==> src/rtl/csr_file.sv <==
// ---------------------------------------------------------------------------
// csr_file -- machine-mode CSR unit for the NPC core (EXU/WBU boundary).
//
// Decodes 12-bit CSR addresses and performs CSRRW/CSRRS/CSRRC atomically.
// It also handles trap entry and mret, including the mstatus MIE/MPIE
// stack, and supplies the trap and return PCs to the IFU redirect path.
//
// Optional feature macro: CSR_COUNTERS_EN
//   defined   : mcycle (0xB00) and minstret (0xB02) exist. With XLEN=32,
//               0xB80/0xB82 expose the upper halves of the 64-bit counters.
//   undefined : these addresses are unimplemented and no counter flops exist.
//
// Parameters:
//   XLEN        data width of every CSR and PC (32 or 64)
//   CAUSE_W     width of the exception code driven in
//   RESET_MTVEC reset value of mtvec
//
// Ports:
//   clock        system clock, rising edge
//   reset        asynchronous active-low reset
//   csr_addr     CSR address of the current access
//   csr_op       00 none, 01 write, 10 set, 11 clear
//   csr_wdata    operand (rs1 or zero-extended zimm)
//   csr_rdata    pre-write value of the addressed CSR (combinational)
//   csr_illegal  access (csr_op!=00) to an unimplemented address
//   exception    trap request this cycle
//   exc_irq      trap is an interrupt
//   exc_epc      PC of the faulting instruction
//   exc_cause    exception code
//   mret         mret retiring this cycle
//   instret_inc  one instruction retired this cycle
//   trap_pc      trap vector target
//   ret_pc       mepc with bits [1:0] cleared
//   global_ie    mstatus.MIE
// ---------------------------------------------------------------------------
module csr_file #(
  parameter int              XLEN        = 64,
  parameter int              CAUSE_W     = 4,
  parameter logic [XLEN-1:0] RESET_MTVEC = '0
) (
  input  logic               clock,
  input  logic               reset,
  input  logic [11:0]        csr_addr,
  input  logic [1:0]         csr_op,
  input  logic [XLEN-1:0]    csr_wdata,
  output logic [XLEN-1:0]    csr_rdata,
  output logic               csr_illegal,
  input  logic               exception,
  input  logic               exc_irq,
  input  logic [XLEN-1:0]    exc_epc,
  input  logic [CAUSE_W-1:0] exc_cause,
  input  logic               mret,
  input  logic               instret_inc,
  output logic [XLEN-1:0]    trap_pc,
  output logic [XLEN-1:0]    ret_pc,
  output logic               global_ie
);

  localparam logic [11:0] ADDR_MSTATUS  = 12'h300;
  localparam logic [11:0] ADDR_MTVEC    = 12'h305;
  localparam logic [11:0] ADDR_MSCRATCH = 12'h340;
  localparam logic [11:0] ADDR_MEPC     = 12'h341;
  localparam logic [11:0] ADDR_MCAUSE   = 12'h342;

  localparam logic [1:0] OP_NONE  = 2'b00;
  localparam logic [1:0] OP_WRITE = 2'b01;
  localparam logic [1:0] OP_SET   = 2'b10;
  localparam logic [1:0] OP_CLEAR = 2'b11;

  // Read-only part of mstatus: MPP=11 always, and on RV64 SXL/UXL=2.
  localparam logic [63:0] MSTATUS_FIXED_64 = (XLEN == 64) ? 64'h0000_000a_0000_1800
                                                          : 64'h0000_0000_0000_1800;
  localparam logic [XLEN-1:0] MSTATUS_FIXED = MSTATUS_FIXED_64[XLEN-1:0];

  // Architectural state. mstatus only stores its two writable bits.
  logic            r_mie;
  logic            r_mpie;
  logic [XLEN-1:0] r_mtvec;
  logic [XLEN-1:0] r_mscratch;
  logic [XLEN-1:0] r_mepc;
  logic [XLEN-1:0] r_mcause;

  logic [XLEN-1:0] w_mstatus;
  logic [XLEN-1:0] w_old;
  logic [XLEN-1:0] w_new;
  logic            w_hit;
  logic            w_wr_en;
  logic [XLEN-1:0] w_trap_cause;
  logic [XLEN-1:0] w_base;

`ifdef CSR_COUNTERS_EN
  localparam logic [11:0] ADDR_MCYCLE    = 12'hB00;
  localparam logic [11:0] ADDR_MINSTRET  = 12'hB02;
  localparam logic [11:0] ADDR_MCYCLEH   = 12'hB80;
  localparam logic [11:0] ADDR_MINSTRETH = 12'hB82;
  localparam bit          HAS_HI         = (XLEN == 32);
  // Bits of the 64-bit counter that the low-half address covers.
  localparam logic [63:0] LO_MASK = (XLEN == 64) ? 64'hffff_ffff_ffff_ffff
                                                 : 64'h0000_0000_ffff_ffff;

  logic [63:0] r_mcycle;
  logic [63:0] r_minstret;
  logic [63:0] w_new64;
  logic        w_wr_mcycle;
  logic        w_wr_mcycleh;
  logic        w_wr_minstret;
  logic        w_wr_minstreth;
`endif

  always_comb begin
    w_mstatus    = MSTATUS_FIXED;
    w_mstatus[7] = r_mpie;
    w_mstatus[3] = r_mie;
  end

  // Address decode and pre-write read value.
  always_comb begin
    w_hit = 1'b1;
    w_old = '0;
    case (csr_addr)
      ADDR_MSTATUS:  w_old = w_mstatus;
      ADDR_MTVEC:    w_old = r_mtvec;
      ADDR_MSCRATCH: w_old = r_mscratch;
      ADDR_MEPC:     w_old = r_mepc;
      ADDR_MCAUSE:   w_old = r_mcause;
`ifdef CSR_COUNTERS_EN
      ADDR_MCYCLE:   w_old = r_mcycle[XLEN-1:0];
      ADDR_MINSTRET: w_old = r_minstret[XLEN-1:0];
      ADDR_MCYCLEH: begin
        if (HAS_HI) w_old = XLEN'(r_mcycle[63:32]);
        else        w_hit = 1'b0;
      end
      ADDR_MINSTRETH: begin
        if (HAS_HI) w_old = XLEN'(r_minstret[63:32]);
        else        w_hit = 1'b0;
      end
`endif
      default:       w_hit = 1'b0;
    endcase
  end

  // Read-modify-write result; masking per register happens at the write.
  always_comb begin
    case (csr_op)
      OP_WRITE: w_new = csr_wdata;
      OP_SET:   w_new = w_old | csr_wdata;
      OP_CLEAR: w_new = w_old & ~csr_wdata;
      default:  w_new = w_old;
    endcase
  end

  assign csr_rdata   = w_old;
  assign csr_illegal = (csr_op != OP_NONE) && !w_hit;
  // A trap or mret in the same cycle swallows the CSR write entirely.
  assign w_wr_en     = (csr_op != OP_NONE) && w_hit && !exception && !mret;

  always_comb begin
    w_trap_cause                = '0;
    w_trap_cause[CAUSE_W-1:0]   = exc_cause;
    w_trap_cause[XLEN-1]        = exc_irq;
  end

  always_ff @(posedge clock or negedge reset) begin
    if (!reset) begin
      r_mie      <= 1'b0;
      r_mpie     <= 1'b0;
      r_mtvec    <= RESET_MTVEC;
      r_mscratch <= '0;
      r_mepc     <= '0;
      r_mcause   <= '0;
    end else if (exception) begin
      r_mepc   <= {exc_epc[XLEN-1:2], 2'b00};
      r_mcause <= w_trap_cause;
      r_mpie   <= r_mie;
      r_mie    <= 1'b0;
    end else if (mret) begin
      r_mie  <= r_mpie;
      r_mpie <= 1'b1;
    end else if (w_wr_en) begin
      case (csr_addr)
        ADDR_MSTATUS: begin
          r_mie  <= w_new[3];
          r_mpie <= w_new[7];
        end
        // MODE is limited to 0/1, so bit 1 never sticks.
        ADDR_MTVEC:    r_mtvec    <= {w_new[XLEN-1:2], 1'b0, w_new[0]};
        ADDR_MSCRATCH: r_mscratch <= w_new;
        ADDR_MEPC:     r_mepc     <= {w_new[XLEN-1:2], 2'b00};
        ADDR_MCAUSE:   r_mcause   <= w_new;
        default: ;
      endcase
    end
  end

`ifdef CSR_COUNTERS_EN
  assign w_new64        = 64'(w_new);
  assign w_wr_mcycle    = w_wr_en && (csr_addr == ADDR_MCYCLE);
  assign w_wr_minstret  = w_wr_en && (csr_addr == ADDR_MINSTRET);
  assign w_wr_mcycleh   = w_wr_en && HAS_HI && (csr_addr == ADDR_MCYCLEH);
  assign w_wr_minstreth = w_wr_en && HAS_HI && (csr_addr == ADDR_MINSTRETH);

  // A write lands exactly and replaces that cycle's increment; traps and
  // mret never stall counting (they only drop the write via w_wr_en).
  always_ff @(posedge clock or negedge reset) begin
    if (!reset) begin
      r_mcycle   <= '0;
      r_minstret <= '0;
    end else begin
      if (w_wr_mcycle)
        r_mcycle <= (r_mcycle & ~LO_MASK) | (w_new64 & LO_MASK);
      else if (w_wr_mcycleh)
        r_mcycle <= (r_mcycle & LO_MASK) | (w_new64 << 32);
      else
        r_mcycle <= r_mcycle + 64'd1;

      if (w_wr_minstret)
        r_minstret <= (r_minstret & ~LO_MASK) | (w_new64 & LO_MASK);
      else if (w_wr_minstreth)
        r_minstret <= (r_minstret & LO_MASK) | (w_new64 << 32);
      else if (instret_inc)
        r_minstret <= r_minstret + 64'd1;
    end
  end
`else
  // Retirement pulses have no consumer without the counters.
  logic w_unused_instret;
  assign w_unused_instret = &{1'b0, instret_inc};
`endif

  // Vectored mode only applies to interrupts; held at the base during reset.
  assign w_base    = {r_mtvec[XLEN-1:2], 2'b00};
  assign trap_pc   = (reset && r_mtvec[0] && exc_irq)
                     ? w_base + (XLEN'(exc_cause) << 2)
                     : w_base;
  assign ret_pc    = {r_mepc[XLEN-1:2], 2'b00};
  assign global_ie = r_mie;

endmodule

==> config.mk <==
export PLATFORM = sky130hd
export DESIGN_NAME = csr_file
export DESIGN_NICKNAME = d
export VERILOG_FILES = /design/src/rtl/csr_file.sv
export SDC_FILE = /design/constraint.sdc
export NUM_CORES = 1
export LEC_CHECK = 0
export CAP_MARGIN = 10
export CORE_MARGIN = 4
export CORE_UTILIZATION = 45
export CTS_BUF_LIST = sky130_fd_sc_hd__clkbuf_4
export DETAILED_ROUTE_END_ITERATION = 16
export PLACE_DENSITY_LB_ADDON = 0.25
export SYNTH_ARGS = -nofsm -noshare
export SYNTH_HDL_FRONTEND = slang
export SYNTH_SLANG_ARGS = --single-unit
export TNS_END_PERCENT = 100
==> constraint.sdc <==
create_clock -name clock -period 5.3 [get_ports clock]
set_clock_uncertainty 0.15 [all_clocks]
set_input_delay 1.59 -clock clock [delete_from_list [all_inputs] [get_ports clock]]
set_output_delay 1.59 -clock clock [all_outputs]
set_load 0.02 [all_outputs]
Word level (Yosys, flattened, before mapping)
Cells that the tools add are included.
{"block": "op_classes", "n_mux": 20, "bitwise": 5, "addsub": 1, "n_eq_ne": 9, "n_reduce_logical": 21}
{"op": "64-bit two-way mux", "count": 9}
{"op": "64-bit one-hot mux with 5 select lines", "count": 1}
{"op": "64-bit one-hot mux with 3 select lines", "count": 1}
{"op": "64-bit by 6-bit adder with 64-bit output", "count": 1}
{"op": "64-bit bitwise AND", "count": 1}
{"op": "64-bit inverter", "count": 1}
{"op": "64-bit OR", "count": 1}
{"op": "12-bit by 10-bit equality test with 1-bit output, second input constant", "count": 5}
{"op": "1-bit two-way mux", "count": 9}
{"op": "4-bit AND reduction", "count": 2}
{"op": "2-bit nonzero test", "count": 4}
{"op": "1-bit logical AND", "count": 6}
{"op": "3-bit AND reduction", "count": 2}
{"op": "3-bit nonzero test", "count": 2}
{"op": "5-bit OR reduction", "count": 1}
{"op": "2-bit equality test, second input constant", "count": 2}
{"op": "1-bit logical NOT", "count": 3}
{"op": "2-bit by 1-bit equality test with 1-bit output, second input constant", "count": 1}
{"op": "2-bit inequality test, second input constant", "count": 1}
{"op": "1-bit inverter", "count": 2}
{"op": "2-bit AND reduction", "count": 1}
{"block": "totals", "register_bits": 257, "wordCells": 62, "output_inout_bits": 194, "input_bits": 152}

Logic depth before layout (Yosys ltp)
{"block": "depth", "depth_word": 9, "ltp_mapped": 9, "depth_no_buf": 8}

Worst setup path after synthesis
OpenSTA, ideal clock, no wires.
{"block": "synth_path", "kind": "input to output", "startpoint": "input port exc_cause[0]", "endpoint": "output port trap_pc[52]", "t_arrival_ns": 3.680, "required_time_ns": 3.560, "stages": 8, "slack_ns": -0.120, "cell_sequence": "ha_1 inv_1 fa_1 nor2b_1 o21a_1 o2111ai_1 nor4_2 xor2_1"}
{"block": "synth_between", "elab_chain_len": 2}
{"item": "from (decl)", "line_no": "51", "rtl": "input logic [CAUSE_W-1:0] exc_cause,"}
{"item": "64-bit by 6-bit adder with 64-bit output", "line_no": "233", "rtl": "? w_base + (XLEN'(exc_cause) << 2)"}
{"item": "64-bit two-way mux", "line_no": "233"}
{"item": "to (decl)", "line_no": "54", "rtl": "output logic [XLEN-1:0] trap_pc,"}
No other way between the ends.

Worst setup path in the final report
{"block": "layout_path", "startpoint": "input port csr_addr[3]", "endpoint": "output port csr_rdata[27]"}
{"block": "layout_between", "elab_chain_len": 2, "elab_cells_between_ends": 6}
{"item": "from (decl)", "line_no": "43", "rtl": "input logic [11:0] csr_addr,"}
{"item": "12-bit by 10-bit equality test with 1-bit output", "line_no": "120", "rtl": "case (csr_addr)"}
{"item": "64-bit one-hot mux with 5 select lines (*)", "line_no": "120"}
{"item": "to (decl)", "line_no": "46", "rtl": "output logic [XLEN-1:0] csr_rdata,"}
Every way passes the cells marked *; elsewhere a longest branch is shown, timed or not.

==> results.yml <==
outcome:
  status: "completed"
worst_setup_path:
  cp.arrival_ns: 3.53
  criticalPathCategory: "in2out"
  cp_data_required_time_ns: 3.56
  start_kind: "input pin"
  cp_max_fo: 26
  rrSetupSlack_ns: 3.26
  reg2reg_depth: 5
  reg2reg_to: "r_mtvec[25]"
  crit_path_end_kind: "output pin"
  r2r-start: "r_mscratch[25]"
logic_synthesis:
  synthesis.yosys.warnings: 0
  yosysSeqAreaShare_pct: 39.5
  avgSynthCellArea_sq_um: 8.55
  postSynthCellCount: 1887
  synth_ff_type: "dfrtp_1"
  ys_ff_latch: 255
  synth_cell_types: 64
  synth_area_sq_mm: 0.0161
  async_flop_share_pct: 100
  synth_edf_count: 0
clock_tree:
  clk_pin_slew_ns: 0.06
  cts_tree: "built"
  root_buffer: "clkbuf_4"
  max-clock-path-buffers: 3
  hold_buffers: 0
  cts.sinks: 255
  cts-htree-levels: 3
  clk-insertion-delay-late_ns: 0.68
  numCtsBuffers: 74
grt:
  gr-usage-all-layers_pct: 28.4
  grt_pass1_vias: 15700
  grt_pass1_wl_microns: 89200
  grt_overflow_total: 0
  grtUsageMet3_pct: 5.13
  top_usage_layer: "met2"
  antenna_found_initial: 1
  grt_use_met2_pct: 44.2
  grt_max_degree: 100
  grt_util_met1_pct: 39.6
route:
  vias: 16000
  antenna_left: 0
  drt_iter0_markers: 1170
  drc: 0
  first_pass_iters: 7
  routed_wl_microns: 57400
  routedWlPerCell_microns: 20.9
  vias_per_cell: 5.83
finish:
  syn_to_final_growth_pct: 32.2
  fin_cells: 2740
  multi_input_area_sq_mm: 0.00935
  final_nets: 2388
  fillers: 3163
  drive_gt1_share_pct: 15.4
  post-route-util_pct: 60.1
  regArea_sq_mm: 0.00638
job:
  maxCapViolations: 0
sta:
  max_slew_margin_pct: 27.6
  worstMarginPinSlew_ns: 1.09
  finalCritPeriodShare_pct: 99.3
  setup_viol: 0
  drv_slew: 0
  hold_viol_final: 0
  max_freq_mhz: 190
  period_needed_ns: 5.27
floorplan:
  fp.dieH_microns: 197
  fp-row-count: 69
  core_area_sq_mm: 0.0355
  die_area_sq_mm: 0.0390
  io_pins: 346
  start_util_pct: 45.5
  fp.dieW_microns: 197
pwr:
  power.total_mw: 4.64
  leakage_nw: 9.02
  power_density_mw_per_mm2: 217
  vdd_drop_max_v: 0.000111
min_path:
  min_path_cells: 2
  min-delay-start: "r_mscratch[37]"
  hold_path_class: "reg2reg"
  hold_end: "r_mscratch[37]"
place:
  gp_congestion: 0.881
  dp_cells: 2609
  portBuffers: 338
  hpwl_microns: 38400
[report_power, final]
| part | leakage [nW] | internal, mW | switching (mW) |
|---|---|---|---|
| registers | 3.44 | 2.00 | 0.0440 |
| logic | 5.04 | 0.355 | 0.410 |
| clock network | 0.538 | 0.981 | 0.850 |
[flip-flops by register name (all words and copies together) (netlist names)]
name        count
global_ie       1
r_mcause       64
r_mepc         62
r_mpie          1
r_mscratch     64
r_mtvec        63
[layout by cell type (no fill, tap or decap), types with 10 or more instances in the layout]
cell type | synthesis | final
dfrtp_1 | 255 | 255
nand2_1 | 205 | 204
o21ai_1 | 202 | 203
clkdlybuf4s50_1 | 0 | 201
nand3b_1 | 175 | 175
clkbuf_4 | 0 | 109
buf_4 | 4 | 102
xnor2_1 | 91 | 90
o21ai_0 | 84 | 83
nor2_1 | 77 | 74
a21oi_1 | 72 | 72
nor2b_1 | 60 | 59
and2_1 | 61 | 59
a22oi_1 | 59 | 59
o21a_1 | 58 | 57
mux2i_1 | 56 | 56
dlygate4sd2_1 | 0 | 47
inv_1 | 28 | 27
buf_2 | 6 | 27
xor2_1 | 28 | 26
o31ai_1 | 20 | 20
nand3_1 | 21 | 19
nand4_1 | 19 | 19
buf_12 | 0 | 17
clkdlybuf4s15_1 | 0 | 13
clkbuf_2 | 0 | 12
clkinv_1 | 1 | 10
nor3_2 | 0 | 10
[stage by stage]
step                TNS [ns]  instance area, sq um  setup slack (ns)  hold WS [ns]
detailed placement    -62.25                 20300             -1.20         0.310
CTS                   -0.195                 21300           -0.0481         0.323
finish                     0                 21300            0.0348         0.325
global route        -0.00258                 21300          -0.00242         0.346
floorplan                  0                 16200            0.0103         0.291
global placement      -59.73                 20300             -1.15         0.302
[area by class of cell]
type / count / share of cell area, %
Antenna cell: 1 / 0.0117
Clock buffer: 109 / 3.84
Clock inverter: 14 / 0.411
Inverter: 29 / 0.510
Multi-Input combinational cell: 1439 / 43.8
Sequential cell: 255 / 29.9
Tap cell: 461 / 2.70
Timing Repair Buffer: 432 / 18.8
[metal layers]
| layer | up-vias | part of all wire, % |
|---|---|---|
| met4 | 0 | 3.4 |
| li1 | 7396 | - |
| met3 | 126 | 7.7 |
| met1 | 7717 | 44 |
| met5 | - | 0 |
| met2 | 728 | 45 |
[timing repair]
item	in CTS	in global routing
resized for setup	326	79
buffers inserted	4	3
pin swaps	17	19
endpoints found under the setup margin	123	76
[worst max-delay path by stage]
stage                      start       endpoint  slack, ns
finish               csr_addr[3]  csr_rdata[27]       0.03
global route         csr_addr[3]   csr_rdata[3]     -0.002
CTS                  r_mtvec[34]    trap_pc[56]      -0.05
detailed placement  exc_cause[0]    trap_pc[40]      -1.20
global placement    exc_cause[0]    trap_pc[40]      -1.15
floorplan           exc_cause[0]    trap_pc[52]       0.01
[synthesized netlist by cell type, types with 5 or more instances]
library cell | count | area [sq um]
o21ai_0 | 84 | 420
clkbuf_1 | 139 | 522
nor2_1 | 77 | 289
nand4_1 | 19 | 119
a22oi_1 | 59 | 443
nor2b_1 | 60 | 375
buf_2 | 6 | 30.0
a21o_1 | 7 | 52.6
o31ai_1 | 20 | 150
mux2i_1 | 56 | 561
nand3_1 | 21 | 105
xor2_1 | 28 | 245
a2bb2oi_1 | 5 | 43.8
o21a_1 | 58 | 435
a22o_1 | 5 | 43.8
nand3b_1 | 175 | 1310
and2_1 | 61 | 382
nor3_1 | 18 | 90.1
buf_1 | 17 | 63.8
a21oi_1 | 72 | 360
o21ai_1 | 202 | 1010
nand2_1 | 205 | 769
inv_1 | 28 | 105
and3_1 | 11 | 68.8
dfrtp_1 | 255 | 6380
nor4_2 | 10 | 125
nor4_1 | 14 | 87.6
xnor2_1 | 91 | 797
mux2_2 | 7 | 78.8
a41oi_1 | 6 | 52.6
[cell families (layout without fill, tap and decap cells)]
group | after synthesis | in the layout | share of synthesized area [%]
AO/OA/AOI/OAI | 543 | 543 | 20.0
AND/OR/NAND/NOR | 701 | 701 | 24.6
multiplexers | 67 | 67 | 4.24
XOR/XNOR | 119 | 119 | 6.46
other | 1 | 5 | 0.0232
buffers and inverters | 196 | 584 | 4.74
adder cells (fa/ha/maj) | 5 | 5 | 0.434
flip-flops | 255 | 255 | 39.5
[worst max-delay path, stage by stage]
cell	delay [ns]
clkdlybuf4s50_1	0.39
nor4_1	0.32
buf_4	0.17
and2_2	0.25
buf_12	0.21
o21a_1	0.22
clkdlybuf4s15_1	0.33
(Power assumes the default switching activity.)
==> edit: new RTL, config.mk and constraints unchanged <==
The parameter `CAUSE_W` goes from 4 to 6.
--- a/src/rtl/csr_file.sv
+++ b/src/rtl/csr_file.sv
@@ -36,5 +36,5 @@
 module csr_file #(
   parameter int              XLEN        = 64,
-  parameter int              CAUSE_W     = 4,
+  parameter int              CAUSE_W     = 6,
   parameter logic [XLEN-1:0] RESET_MTVEC = '0
 ) (
Ports: changed (resized exc_cause); port bits go from 346 to 348. No check against the original RTL was run, so the function may have changed too.
==> edit against the unedited design <==
  * The run now ends with setup timing left
  * Die area fell by 6.3%
  * Critical path depth up 6
  * Sequential cell count unchanged
  * Count of clock-buffer cells in the layout is 8 lower
  * Worst setup slack got worse by 220 ps
  * Wire length grew 10%
  * Design area up 0.15%
  * Sequential share of layout area about the same
  * Area after synthesis fell by 6.6%
  * Total power shrank 3.5%
  * Utilization rose by 5.0 points
  * Via count is 6.2% higher
  * Critical endpoint is now trap_pc[60]
  * Largest power group unchanged
==> edit: results (changes against the unedited design) <==
NonClk Buf Share 23.54% (was 18.80%); Finish-stage setup viols 18 (was 0); failing checks setup timing; setup ws final -188.2 ps (was 34.79 ps); met2 Use GR 54.29% (was 44.23%); count of non-CTS buffers in the layout 534 (was 432); pwr dens 209.3 nW/um^2 (was 217.3 nW/um^2); sequential cell area share 29.87% (was 29.91%); critical path endpoint trap_pc[60] (was csr_rdata[27]); Met3 Wirelength 6.206 mm (was 4.399 mm); first-pass GRT wire length 95.01 mm (was 89.20 mm); synthesized-area fraction occupied by adder cells 0.6308% (was 0.4341%); outcome complete, but fails checks (was finished, final reports clean); inverters 20 (was 29); Total Routing Usage GR 32.88% (was 28.39%); top cells by area, synth dfrtp_1 (42%), o21ai_0 (11%), a22oi_1 (8.6%), nand2_1 (5.4%), a222oi_1 (3.8%) (was dfrtp_1 (40%), nand3b_1 (8.1%), o21ai_1 (6.3%), xnor2_1 (4.9%), nand2_1 (4.8%)); WL met1 24.12 mm (was 24.96 mm); nets 2349 (was 2388); WL/cell 23.62 microns (was 20.93 microns); post-placement cell count 2534 (was 2609); Synth Area in Compound Gates 28.05% (was 19.96%); CP peak stage delay 370 ps (was 390 ps); synth cell count leaders o21ai_0 (324), dfrtp_1 (255), nand2_1 (215), a22oi_1 (173), clkbuf_1 (111) (was dfrtp_1 (255), nand2_1 (205), o21ai_1 (202), nand3b_1 (175), clkbuf_1 (139)); routing usage on met3 5.880% (was 5.134%); r2r setup slk 3080 ps (was 3260 ps); Max FO, Critical Path 5 (was 26); WP data arrival 3750 ps (was 3530 ps); largest net degree at the start of global routing 77 (was 100); Crit. Startpoint exc_cause[0] (was csr_addr[3]); share of layout cells above drive strength 1 22.05% (was 15.36%); Cell Area, Placed 19950 sq um (was 20310 sq um); DR iter-0 viols 2068 (was 1170); mux cell area share after synthesis 0.7470% (was 4.241%); clock network area share 3.883% (was 4.247%)
## edit: power by group
part / switching [mW] / leakage (nW) / internal (mW)
Sequential: 0.0517 / 3.44 / 2.00
Clock: 0.851 / 0.501 / 0.913
Combinational: 0.361 / 5.42 / 0.300
Total: 1.26 / 9.35 / 3.21
## edit: worst min-delay path by stage
stage / startpoint / slack (ps) / end / depth (start not counted)
floorplan: r_mscratch[33] / 290 / r_mscratch[33] / 2
global placement: r_mscratch[33] / 310 / r_mscratch[33] / 2
detailed placement: r_mscratch[2] / 320 / r_mscratch[2] / 2
CTS: r_mscratch[2] / 330 / r_mscratch[2] / 2
global route: r_mscratch[56] / 350 / r_mscratch[56] / 2
finish: r_mscratch[41] / 330 / r_mscratch[41] / 2
## edit: what timing repair did
action / 4_1_cts / 5_1_grt
hold endpoints to repair: 0 / 0
buffers inserted: 14 / 8
cloned: 1 / 1
pin swaps: 32 / 21
gates resized for setup: 464 / 72
hold buffers: 0 / 0
endpoints found under the setup margin: 124 / 111
